==> config.mk <==
export PLATFORM = sky130hd
export DESIGN_NAME = uart_rx
export DESIGN_NICKNAME = d
export VERILOG_FILES = /design/src/rtl/uart_rx.sv
export SDC_FILE = /design/constraint.sdc
export NUM_CORES = 1
export LEC_CHECK = 0
export ABC_AREA = 0
export CORE_ASPECT_RATIO = 1.5
export CORE_UTILIZATION = 40
export CTS_BUF_LIST = sky130_fd_sc_hd__clkbuf_2 sky130_fd_sc_hd__clkbuf_4 sky130_fd_sc_hd__clkbuf_8
export CTS_CLUSTER_DIAMETER = 60
export DETAILED_ROUTE_END_ITERATION = 8
export GPL_TIMING_DRIVEN = 0
export HOLD_SLACK_MARGIN = 0.03
export PLACE_DENSITY = 0.58
export SKIP_CTS_REPAIR_TIMING = 1
export SLEW_MARGIN = 15
export SYNTH_ARGS = -nofsm -noshare
export SYNTH_HDL_FRONTEND = slang
export SYNTH_SLANG_ARGS = --single-unit
==> constraint.sdc <==
create_clock -name clk -period 3.75 [get_ports clk]
set_input_delay 0.5625 -clock clk [delete_from_list [all_inputs] [get_ports clk]]
set_output_delay 0.5625 -clock clk [all_outputs]
set_load 0.01 [all_outputs]
==> src/rtl/uart_rx.sv <==
// UART receiver: 2-flop synchronised rxd, mid-bit sampling, LSB-first frames, one-cycle result strobes.
// Define UART_RX_PARITY_EN to insert an even-parity bit between the data bits and the stop bit.
module uart_rx #(
   parameter int CLK_FRE   = 50_000_000,
   parameter int BAUD_RATE = 9600,
   parameter int DATA_BITS = 8
) (
   input  logic                 clk,
   input  logic                 rst_n,
   input  logic                 rxd,
   output logic [DATA_BITS-1:0] rx_data,
   output logic                 rx_valid,
   output logic                 rx_busy,
   output logic                 frame_err,
   output logic                 parity_err
);

   localparam int BPS_CNT = CLK_FRE / BAUD_RATE - 1;
   localparam int HALF    = BPS_CNT / 2;
   localparam int CNT_W   = $clog2(BPS_CNT + 1);
   localparam logic [CNT_W-1:0] CNT_MAX  = CNT_W'(BPS_CNT);
   localparam logic [CNT_W-1:0] CNT_HALF = CNT_W'(HALF);
   localparam logic [2:0]       LAST_BIT = 3'(DATA_BITS - 1);

`ifdef UART_RX_PARITY_EN
   typedef enum logic [2:0] {IDLE, START, DATA, PARITY, STOP} state_t;
`else
   typedef enum logic [2:0] {IDLE, START, DATA, STOP} state_t;
`endif

   state_t               state_q, state_d;
   logic [1:0]           sync_q, sync_d;
   logic                 prev_q, prev_d;
   logic [CNT_W-1:0]     cnt_q, cnt_d;
   logic [2:0]           idx_q, idx_d;
   logic [DATA_BITS-1:0] shift_q, shift_d;
   logic [DATA_BITS-1:0] data_q, data_d;
   logic                 valid_q, valid_d;
   logic                 busy_q, busy_d;
   logic                 ferr_q, ferr_d;
   logic                 perr_d;
   logic                 rxd_s;
   logic                 tick;

`ifdef UART_RX_PARITY_EN
   logic                 par_q, par_d;
   logic                 perr_q;
`endif

   assign rxd_s = sync_q[1];
   assign tick  = (cnt_q == CNT_MAX);

   always_comb begin
      sync_d  = {sync_q[0], rxd};
      prev_d  = rxd_s;
      state_d = state_q;
      idx_d   = idx_q;
      shift_d = shift_q;
      data_d  = data_q;
      valid_d = 1'b0;
      ferr_d  = 1'b0;
      perr_d  = 1'b0;
`ifdef UART_RX_PARITY_EN
      par_d   = par_q;
`endif
      unique case (state_q)
         IDLE: if (prev_q && !rxd_s) state_d = START;
         START: if (cnt_q == CNT_HALF) begin
            state_d = rxd_s ? IDLE : DATA;
            idx_d   = '0;
         end
         DATA: if (tick) begin
            shift_d = {rxd_s, shift_q[DATA_BITS-1:1]};
            idx_d   = idx_q + 3'd1;
            if (idx_q == LAST_BIT) begin
`ifdef UART_RX_PARITY_EN
               state_d = PARITY;
`else
               state_d = STOP;
`endif
            end
         end
`ifdef UART_RX_PARITY_EN
         PARITY: if (tick) begin
            par_d   = rxd_s;
            state_d = STOP;
         end
`endif
         STOP: if (tick) begin
            state_d = IDLE;
            if (!rxd_s) begin
               ferr_d = 1'b1;
`ifdef UART_RX_PARITY_EN
            end else if (^{shift_q, par_q}) begin
               perr_d = 1'b1;
`endif
            end else begin
               valid_d = 1'b1;
               data_d  = shift_q;
            end
         end
         default: state_d = IDLE;
      endcase
      // Counter restarts on every state transition so each phase measures from its own entry.
      if (state_q == IDLE || state_d != state_q || tick) cnt_d = '0;
      else                                              cnt_d = cnt_q + CNT_W'(1);
      busy_d = (state_d != IDLE);
   end

   always_ff @(posedge clk or negedge rst_n) begin
      if (!rst_n) begin
         state_q <= IDLE;
         sync_q  <= '1;
         prev_q  <= 1'b1;
         cnt_q   <= '0;
         idx_q   <= '0;
         shift_q <= '0;
         data_q  <= '0;
         valid_q <= 1'b0;
         busy_q  <= 1'b0;
         ferr_q  <= 1'b0;
`ifdef UART_RX_PARITY_EN
         par_q   <= 1'b0;
         perr_q  <= 1'b0;
`endif
      end else begin
         state_q <= state_d;
         sync_q  <= sync_d;
         prev_q  <= prev_d;
         cnt_q   <= cnt_d;
         idx_q   <= idx_d;
         shift_q <= shift_d;
         data_q  <= data_d;
         valid_q <= valid_d;
         busy_q  <= busy_d;
         ferr_q  <= ferr_d;
`ifdef UART_RX_PARITY_EN
         par_q   <= par_d;
         perr_q  <= perr_d;
`endif
      end
   end

   assign rx_data   = data_q;
   assign rx_valid  = valid_q;
   assign rx_busy   = busy_q;
   assign frame_err = ferr_q;
`ifdef UART_RX_PARITY_EN
   assign parity_err = perr_q;
`else
   assign parity_err = perr_d & 1'b0;
`endif

endmodule

; ---- Word-level counts from Yosys, hierarchy flattened
; Cells that the tools add are included.
; Widths: inputs -> output; s select.
[classes]
muxes = 17
reduce_logical = 10
eq_ne = 9
n_addsub = 2
[ops]
columns = op, n
row1 = $mux 3, 7
row2 = $add 13x1->13 const B, 1
row3 = $eq 13x12->1 const B, 1
row4 = $eq 13x13->1 const B, 1
row5 = $mux 13, 1
row6 = $pmux 3 s4, 1
row7 = $eq 3x2->1 const B, 2
row8 = $mux 1, 6
row9 = $pmux 3 s2, 1
row10 = $reduce_and 3->1, 2
row11 = $ne 2x2->1 const B, 2
row12 = $add 3x1->3 const B, 1
row13 = $eq 3x1->1 const B, 1
row14 = $eq 3x3->1 const B, 1
row15 = $logic_not 3->1, 1
row16 = $ne 3x3->1, 1
row17 = $reduce_bool 3->1, 1
row18 = $logic_or 1x1->1, 2
row19 = $mux 2, 1
row20 = $reduce_and 2->1, 1
row21 = $reduce_bool 2->1, 1
row22 = $logic_and 1x1->1, 1
row23 = $logic_not 1->1, 1
[totals]
out_inout_bits = 12
regBits = 41
word_cells = 48
inputBits = 3

; ---- Longest topological paths before layout
; Gate-level depths: netlist of the first run.
[logic_depth]
word_depth = 8
ltp_mapped = 6
mapped_depth_nobuf = 5

; ---- Least setup slack after synthesis of the first run
; No wires, ideal clock.
[synth_timing]
path_kind = reg2reg
start = register cnt_q[7]
end = register data_q[0], in the netlist rx_data[0]
setup_slack_ps = 1590
path_buffers = 1
stages_incl_launch_ff = 6
arrival_time_ps = 2035
path_cell_list = dfrtp_1 -> or4b_4 -> nor4_4 -> and4_4 -> buf_12 -> mux2_4
[synth_between]
elab_chain_len = 2
[synth_lines]
columns = element, line_no
row1 = start: declaration, 34  ; logic [CNT_W-1:0] cnt_q, cnt_d;
row2 = start signal: assignment, 130  ; cnt_q <= cnt_d;
row3 = $eq 13x13->1, 51  ; assign tick = (cnt_q == CNT_MAX);
row4 = $reduce_and 3->1 (no line), -
row5 = end signal: assignment, 133  ; data_q <= data_d;
row6 = end: declaration, 37  ; logic [DATA_BITS-1:0] data_q, data_d;
; Every way passes these cells.
; A chain may end at the register's enable or synchronous reset.

; ---- Final worst setup path of the first run
[layout_timing]
start = register cnt_q[0]
end = register cnt_q[6]
[layout_between]
elab_chain_len = 7
elab_cells_between_ends = 11
[layout_lines]
columns = element, line_no
row1 = $eq 13x13->1 / $eq 13x12->1 (equally long branches), "51, 68"
row2 = $mux 3 (on tied branches), "89, 68, 72"
row3 = $pmux 3 s4, 66  ; unique case (state_q)
row4 = $ne 3x3->1, 105  ; if (state_q == IDLE || state_d != state_q || tick) cnt_d = '0;
row5 = $logic_or 1x1->1 (2 in a row), 105
row6 = $mux 13 (*), 105
row7 = named net cnt_d[6], 34
; Mark *: on every way through the listed nets, which the timed path passes. The rest lies on a longest branch.

==> impl_metrics.py, run 1 <==
metrics = {
    "outcome": {
        "outcome": "completed",
    },
    "synthesis": {
        "synthDistinctLibCells": 46,
        "ys_warn_count": 0,
        "synthMuxAreaShare_pct": 14.0,
        "synth-seq-cells": 41,
        "synth_area_sq_um": 1900,
        "synth_compound_area_share_pct": 3.81,
        "avgSynthCellArea_sq_um": 12.6,
        "async_flop_share_pct": 100,
        "synth_xor_area_share_pct": 4.60,
        "synth-edff-count": 0,
        "synth_top_family_by_area": "simple AND/OR/NAND/NOR gates",
        "yosys.area_share.simple_pct": 17.4,
        "synthAdderAreaFrac_pct": 1.97,
        "synth_flop_cell": "dfrtp_1",
        "syn_inst": 151,
        "yosysSeqAreaShare_pct": 54.1,
    },
    "layout": {
        "final-instance-count-excl-fill": 238,
        "area_growth_pct": 18.7,
        "nNetsFinal": 179,
        "fillCellCount": 411,
        "drive_gt1_share_pct": 24.7,
        "diodes": 0,
    },
    "timing": {
        "clock_skew_ps": 7.37,
        "setup_tns_ps": 0,
        "max_freq_mhz": 404,
        "worst_pin_slew_ps": 893,
        "setup_viol": 0,
        "hold_viol_final": 0,
        "rsz0062_at_grt": "no",
        "relSlewSlack_pct": 39.6,
        "period_share_pct": 66.0,
        "drv_slew": 0,
        "final.min_clock_period_ps": 2480,
        "hold_ws_ps": 199,
    },
    "setup_path": {
        "cp-start-kind": "flip-flop",
        "cp_slowest_cell": "nor4b_1",
        "path_class": "reg2reg",
        "rr_worst_depth": 6,
        "cp_num_buf_inv": 1,
        "required_ps": 3920,
        "cp_cell_sequence": "ha_1 -> nor4b_1 -> a41o_1 -> or2_2 -> clkbuf_1 -> nor2_1",
        "reg2reg_from": "cnt_q[0]",
        "ff2ff_setup_slack_ps": 1270,
        "critPathMaxFanout": 7,
        "crit_path_end_kind": "flip-flop",
        "slowest_delay_ps": 750,
        "crit_family": "simple AND/OR/NAND/NOR gates",
        "cp.arrival_ps": 2640,
        "rr_endpoint": "cnt_q[6]",
    },
    "global_routing": {
        "grt_pass1_vias": 1216,
        "grt_pass1_wl_mm": 5.60,
        "antenna_found_initial": 0,
        "overflow": 0,
        "grt_max_degree": 26,
        "grt_usage_pct": 15.0,
    },
    "clocking": {
        "cts_tree": "built",
        "cts_sinks": 41,
        "cts_buffers": 5,
        "htreeDepth": 2,
        "clk_latency_ps": 290,
        "root_buffer": "clkbuf_8",
        "clk_path_buf_depth": 2,
        "clk_pin_slew_worst_paths_ps": 70,
    },
    "route": {
        "drt-total-wl_mm": 3.16,
        "route.detailed.drc": 0,
        "drtAntennaViolNets": 0,
        "vias": 1164,
        "wl_per_cell_microns": 13.3,
        "drtIter0Drc": 38,
        "drt-vias-per-instance": 4.89,
        "detail_route.first_pass.iterations": 4,
    },
    "floorplan": {
        "die_area_sq_um": 5040,
        "fp.dieH_microns": 86.5,
        "num_rows": 30,
        "ioPinCount": 15,
        "fp.dieW_microns": 58.3,
        "start_util_pct": 41.9,
        "core_area_sq_um": 4540,
    },
    "placed_design": {
        "io_buffer_count": 13,
        "dpl.hpwl_mm": 2.32,
        "place_inst": 230,
        "gp_congestion": 0.788,
    },
    "power_and_ir_drop": {
        "peakVddDrop_mv": 0.186,
        "leakage_nw": 1.02,
        "power_density_nw_per_um2": 373,
    },
    "run": {
        "max-cap-violations": 0,
    },
    "min_path": {
        "hp-class": "in2async",
    },
}
==> cell families after synthesis <==
logic type | after synthesis
buffers and inverters | 12
and+or+nand+nor | 55
other | 1
adders and majority gates | 3
xor gates and xnor gates | 10
DFF | 41
muxes | 19
AOI/OAI and AO/OA | 10
==> cells in the final DEF (no fill, tap or decap), types with 2 or more instances in the layout <==
cell type and n:
clkbuf_8 6, clkdlybuf4s50_1 12, conb_1 2, dfrtp_1 38
dfstp_2 3, ha_1 3, inv_1 6, mux2_4 15
mux2i_1 3, nand2_1 7, nand3_1 5, nand4_1 4
nor2_1 16, nor3_1 4, nor3b_1 2, nor4_1 2
o21ai_0 2, o21bai_1 2, xnor2_1 8, xor2_1 2
==> per-layer routing <==
metal  track usage, %  wire length [microns]
met5                0                      0
met3             4.03                     89
met2             25.9                   1660
met1             16.8                   1340
met4             7.14                     65
==> cell usage after synthesis, types with 2 or more instances <==
cell type  instances  area [sq um]
xnor2_1            8          70.1
ha_1               3          37.5
o21ai_0            2          10.0
xor2_1             2          17.5
o21bai_1           2          15.0
nor2_1            16          60.1
inv_1              6          22.5
dfstp_2            3          78.8
nand2_1            7          26.3
mux2i_1            3          30.0
nor4_1             2          12.5
nor3b_1            2          15.0
dfrtp_1           38           951
nand3_1            5          25.0
nand4_1            4          25.0
nor3_1             4          20.0
mux2_4            15           225
==> area by class of cell <==
cell class,instances,area (sq um),area share (%)
flip-flops and latches,41,1030,45.6
multi-input cells,99,803,35.5
repair buffers,14,153,6.76
clock buffers,7,90.1,3.99
well taps,64,80.1,3.54
plain buffers,6,51.3,2.27
clock inverters,1,30.0,1.33
inverters,6,22.5,0.997
==> stage by stage <==
stage                     setup WS, ps  util, %  instance area [sq um]  total power, mW
final                             1270     49.8                   2260            0.843
after global routing              1080     49.8                   2260            0.883
after CTS                         1240     49.8                   2260            0.859
after detailed placement          1260     47.1                   2140            0.488
after global placement            1110     46.6                   2120            0.484
after floorplan                   1590        -                   1910            0.469
==> worst max path at each step <==
stage                      end  slack, ps     start  cells past startpoint
finish                cnt_q[6]       1270  cnt_q[0]                      6
global route          cnt_q[3]       1080  cnt_q[0]                      6
CTS                   cnt_q[6]       1240  cnt_q[0]                      6
detailed placement    cnt_q[6]       1260  cnt_q[0]                      6
global placement      cnt_q[7]       1110     rst_n                      1
floorplan           rx_data[0]       1590  cnt_q[7]                      5
==> flip-flops by register name, indices dropped and copies added, names as in the netlist <==
signal     count
rx_busy        1
state_q        3
sync_q         2
rx_valid       1
prev_q         1
cnt_q         13
rx_data        8
frame_err      1
shift_q        8
idx_q          3
==> worst register-to-register path, delay by kind of cell, from the launching register on <==
family	cells	cell delay, ps
compound gates	1	430
fa+ha+maj	1	260
buf+inv	1	270
flops	1	380
simple gates	3	1000
==> report_power, final <==
part / total [mW] / switching, mW / internal, mW / leakage, nW
combinational: 0.0272 / 0.0160 / 0.0113 / 0.396
sequential: 0.451 / 0.00325 / 0.448 / 0.558
clock: 0.365 / 0.141 / 0.224 / 0.0619
Power figures use the tool's default switching activity.
==> run 2: changes to the inputs <==
--- a/config.mk
+++ b/config.mk
@@ -13,7 +13,7 @@
 export DETAILED_ROUTE_END_ITERATION = 8
 export GPL_TIMING_DRIVEN = 0
 export HOLD_SLACK_MARGIN = 0.03
-export PLACE_DENSITY = 0.58
+export PLACE_DENSITY = 0.61
 export SKIP_CTS_REPAIR_TIMING = 1
 export SLEW_MARGIN = 15
 export SYNTH_ARGS = -nofsm -noshare
==> constraint.sdc (replaced) <==
create_clock -name clk -period 2.2 [get_ports clk]
set_input_delay 0.33 -clock clk [delete_from_list [all_inputs] [get_ports clk]]
set_output_delay 0.33 -clock clk [all_outputs]
set_load 0.01 [all_outputs]
==> impl_metrics.py, run 2 (synthesis gave the netlist of run 1 again) <==
metrics = {
    "power_and_ir_drop": {
        "seqPwrFrac_pct": 50.5,
        "p_sw_uw": 289,
        "p_int_mw": 1.23,
        "peakVddDrop_mv": 0.362,
        "p_sw_share_pct": 19.0,
        "pwr-share-clk_pct": 46.5,
        "power_density_nw_per_um2": 658,
        "combinationalPowerShare_pct": 3.1,
        "leakage_nw": 1.04,
    },
    "clocking": {
        "root_buffer": "clkbuf_8",
        "cts_sinks": 41,
        "clk_path_buf_depth": 2,
        "cts_tree": "built",
        "clk_latency_ps": 290,
        "htreeDepth": 2,
        "cts_buffers": 5,
        "clk_pin_slew_worst_paths_ps": 80,
    },
    "setup_path": {
        "path_class": "reg2reg",
        "cp_cell_sequence": "or3b_2 -> nor4_4 -> buf_4 -> and4_4 -> buf_12 -> mux2_4",
        "slowest_delay_ps": 500,
        "cp_slowest_cell": "or3b_2",
        "crit_path_end_kind": "flip-flop",
        "rr_endpoint": "rx_data[1]",
        "required_ps": 2380,
        "reg2reg_from": "cnt_q[9]",
        "cp.arrival_ps": 2340,
        "cp_num_buf_inv": 2,
        "path_depth": 6,
        "rr_worst_depth": 6,
        "ff2ff_setup_slack_ps": 40,
        "cp-endpoint": "rx_data[1]",
        "critPathMaxFanout": 9,
        "crit_start": "cnt_q[9]",
        "crit_family": "simple AND/OR/NAND/NOR gates",
        "cp-start-kind": "flip-flop",
    },
    "layout": {
        "diodes": 0,
        "nNetsFinal": 182,
        "drive_gt1_share_pct": 27.7,
        "final_cell_mix": "dfrtp_1 (37), nor2_1 (16), mux2_4 (15), clkdlybuf4s50_1 (12), xnor2_1 (8)",
        "top_register": "cnt_q",
        "area_growth_pct": 21.6,
        "largest_reg_flops": 13,
        "final_common_cell": "dfrtp_1",
        "final_util_pct": 50.9,
    },
    "floorplan": {
        "core_area_sq_um": 4540,
        "die_area_sq_um": 5040,
        "ioPinCount": 15,
        "fp.dieW_microns": 58.3,
        "fp.dieH_microns": 86.5,
        "num_rows": 30,
        "start_util_pct": 41.9,
    },
    "timing": {
        "max_freq_mhz": 463,
        "clock_skew_ps": 5.90,
        "period_share_pct": 98.2,
        "hold_viol_final": 0,
        "relSlewSlack_pct": 59.8,
        "setup_tns_ps": 0,
        "hold_ws_ps": 359,
        "final.min_clock_period_ps": 2160,
        "setup_viol": 0,
        "drv_slew": 0,
        "worst_pin_slew_ps": 595,
    },
    "route": {
        "vias": 1192,
        "drtIter0Drc": 27,
        "drtAntennaViolNets": 0,
        "drt-vias-per-instance": 4.95,
        "route.detailed.drc": 0,
        "detail_route.first_pass.iterations": 4,
        "wl_per_cell_microns": 13.2,
        "drt-total-wl_mm": 3.19,
    },
    "global_routing": {
        "grt_usage_pct": 14.4,
        "overflow": 0,
        "grt_pass1_wl_mm": 5.44,
        "grt_pass1_vias": 1221,
        "grt_max_degree": 27,
        "antenna_found_initial": 0,
    },
    "run": {
        "max-cap-violations": 0,
    },
    "placed_design": {
        "gp_congestion": 0.774,
        "dpl.hpwl_mm": 2.31,
        "io_buffer_count": 13,
    },
    "min_path": {
        "hold_path_depth": 0,
        "hp-class": "reg2reg",
        "hold_path.startpoint": "sync_q[0]",
    },
    "outcome": {
        "outcome": "completed",
    },
}
run 2: worst min-delay path by stage:
| stage | end | slack (ps) |
|---|---|---|
| 6_report | sync_q[1] | 360 |
| 3_3_place_gp | sync_q[1] | 350 |
| 3_5_place_dp | state_q[0] | 270 |
| 4_1_cts | state_q[0] | -50 |
| 5_1_grt | sync_q[1] | 370 |
| 2_1_floorplan | cnt_q[0] | 30 |
run 2: per-layer routing:
metal	track usage, %	up-vias	wire, microns
met4	6.28	0	55
met5	0	-	0
met1	15.1	591	1360
met2	25.9	18	1690
met3	4.18	7	80
li1	-	576	-
run 2: area by class of cell:
type	instances	area, sq um
Fill cell	408	2230
Sequential cell	41	1030
Multi-Input combinational cell	99	825
Timing Repair Buffer	17	170
Tap cell	64	80.1
Clock buffer	5	68.8
Clock inverter	3	65.1
Buffer	6	51.3
Inverter	6	22.5
run 2: power groups by stage:
stage	clock network, mW	logic, mW	registers, mW
after detailed placement	0	0.0469	0.783
after floorplan	0	0.0175	0.782
final	0.707	0.0469	0.768
after CTS	0.729	0.0470	0.768
after global routing	0.762	0.0536	0.769
after global placement	0	0.0425	0.783
run 2: per-stage QoR:
stage               instance area, sq um  worst slack (ps)  std cells  total power, mW
floorplan                           1910              39.9        152            0.800
finish                              2310              39.7        241             1.52
detailed placement                  2130              -291        230            0.830
global route                        2310             -14.3        241             1.58
global placement                    2120              -219        229            0.825
CTS                                 2270              -301        238             1.54
==> run 3: changes to the inputs <==
--- a/config.mk
+++ b/config.mk
@@ -6,10 +6,11 @@
 export NUM_CORES = 1
 export LEC_CHECK = 0
 export ABC_AREA = 0
+export CAP_MARGIN = 20
 export CORE_ASPECT_RATIO = 1.5
 export CORE_UTILIZATION = 40
 export CTS_BUF_LIST = sky130_fd_sc_hd__clkbuf_2 sky130_fd_sc_hd__clkbuf_4 sky130_fd_sc_hd__clkbuf_8
-export CTS_CLUSTER_DIAMETER = 60
+export CTS_CLUSTER_DIAMETER = 40
 export DETAILED_ROUTE_END_ITERATION = 8
 export GPL_TIMING_DRIVEN = 0
 export HOLD_SLACK_MARGIN = 0.03
==> results of run 3 <==
Same layout as run 2: the final DEF is identical, and so are final timing and power.
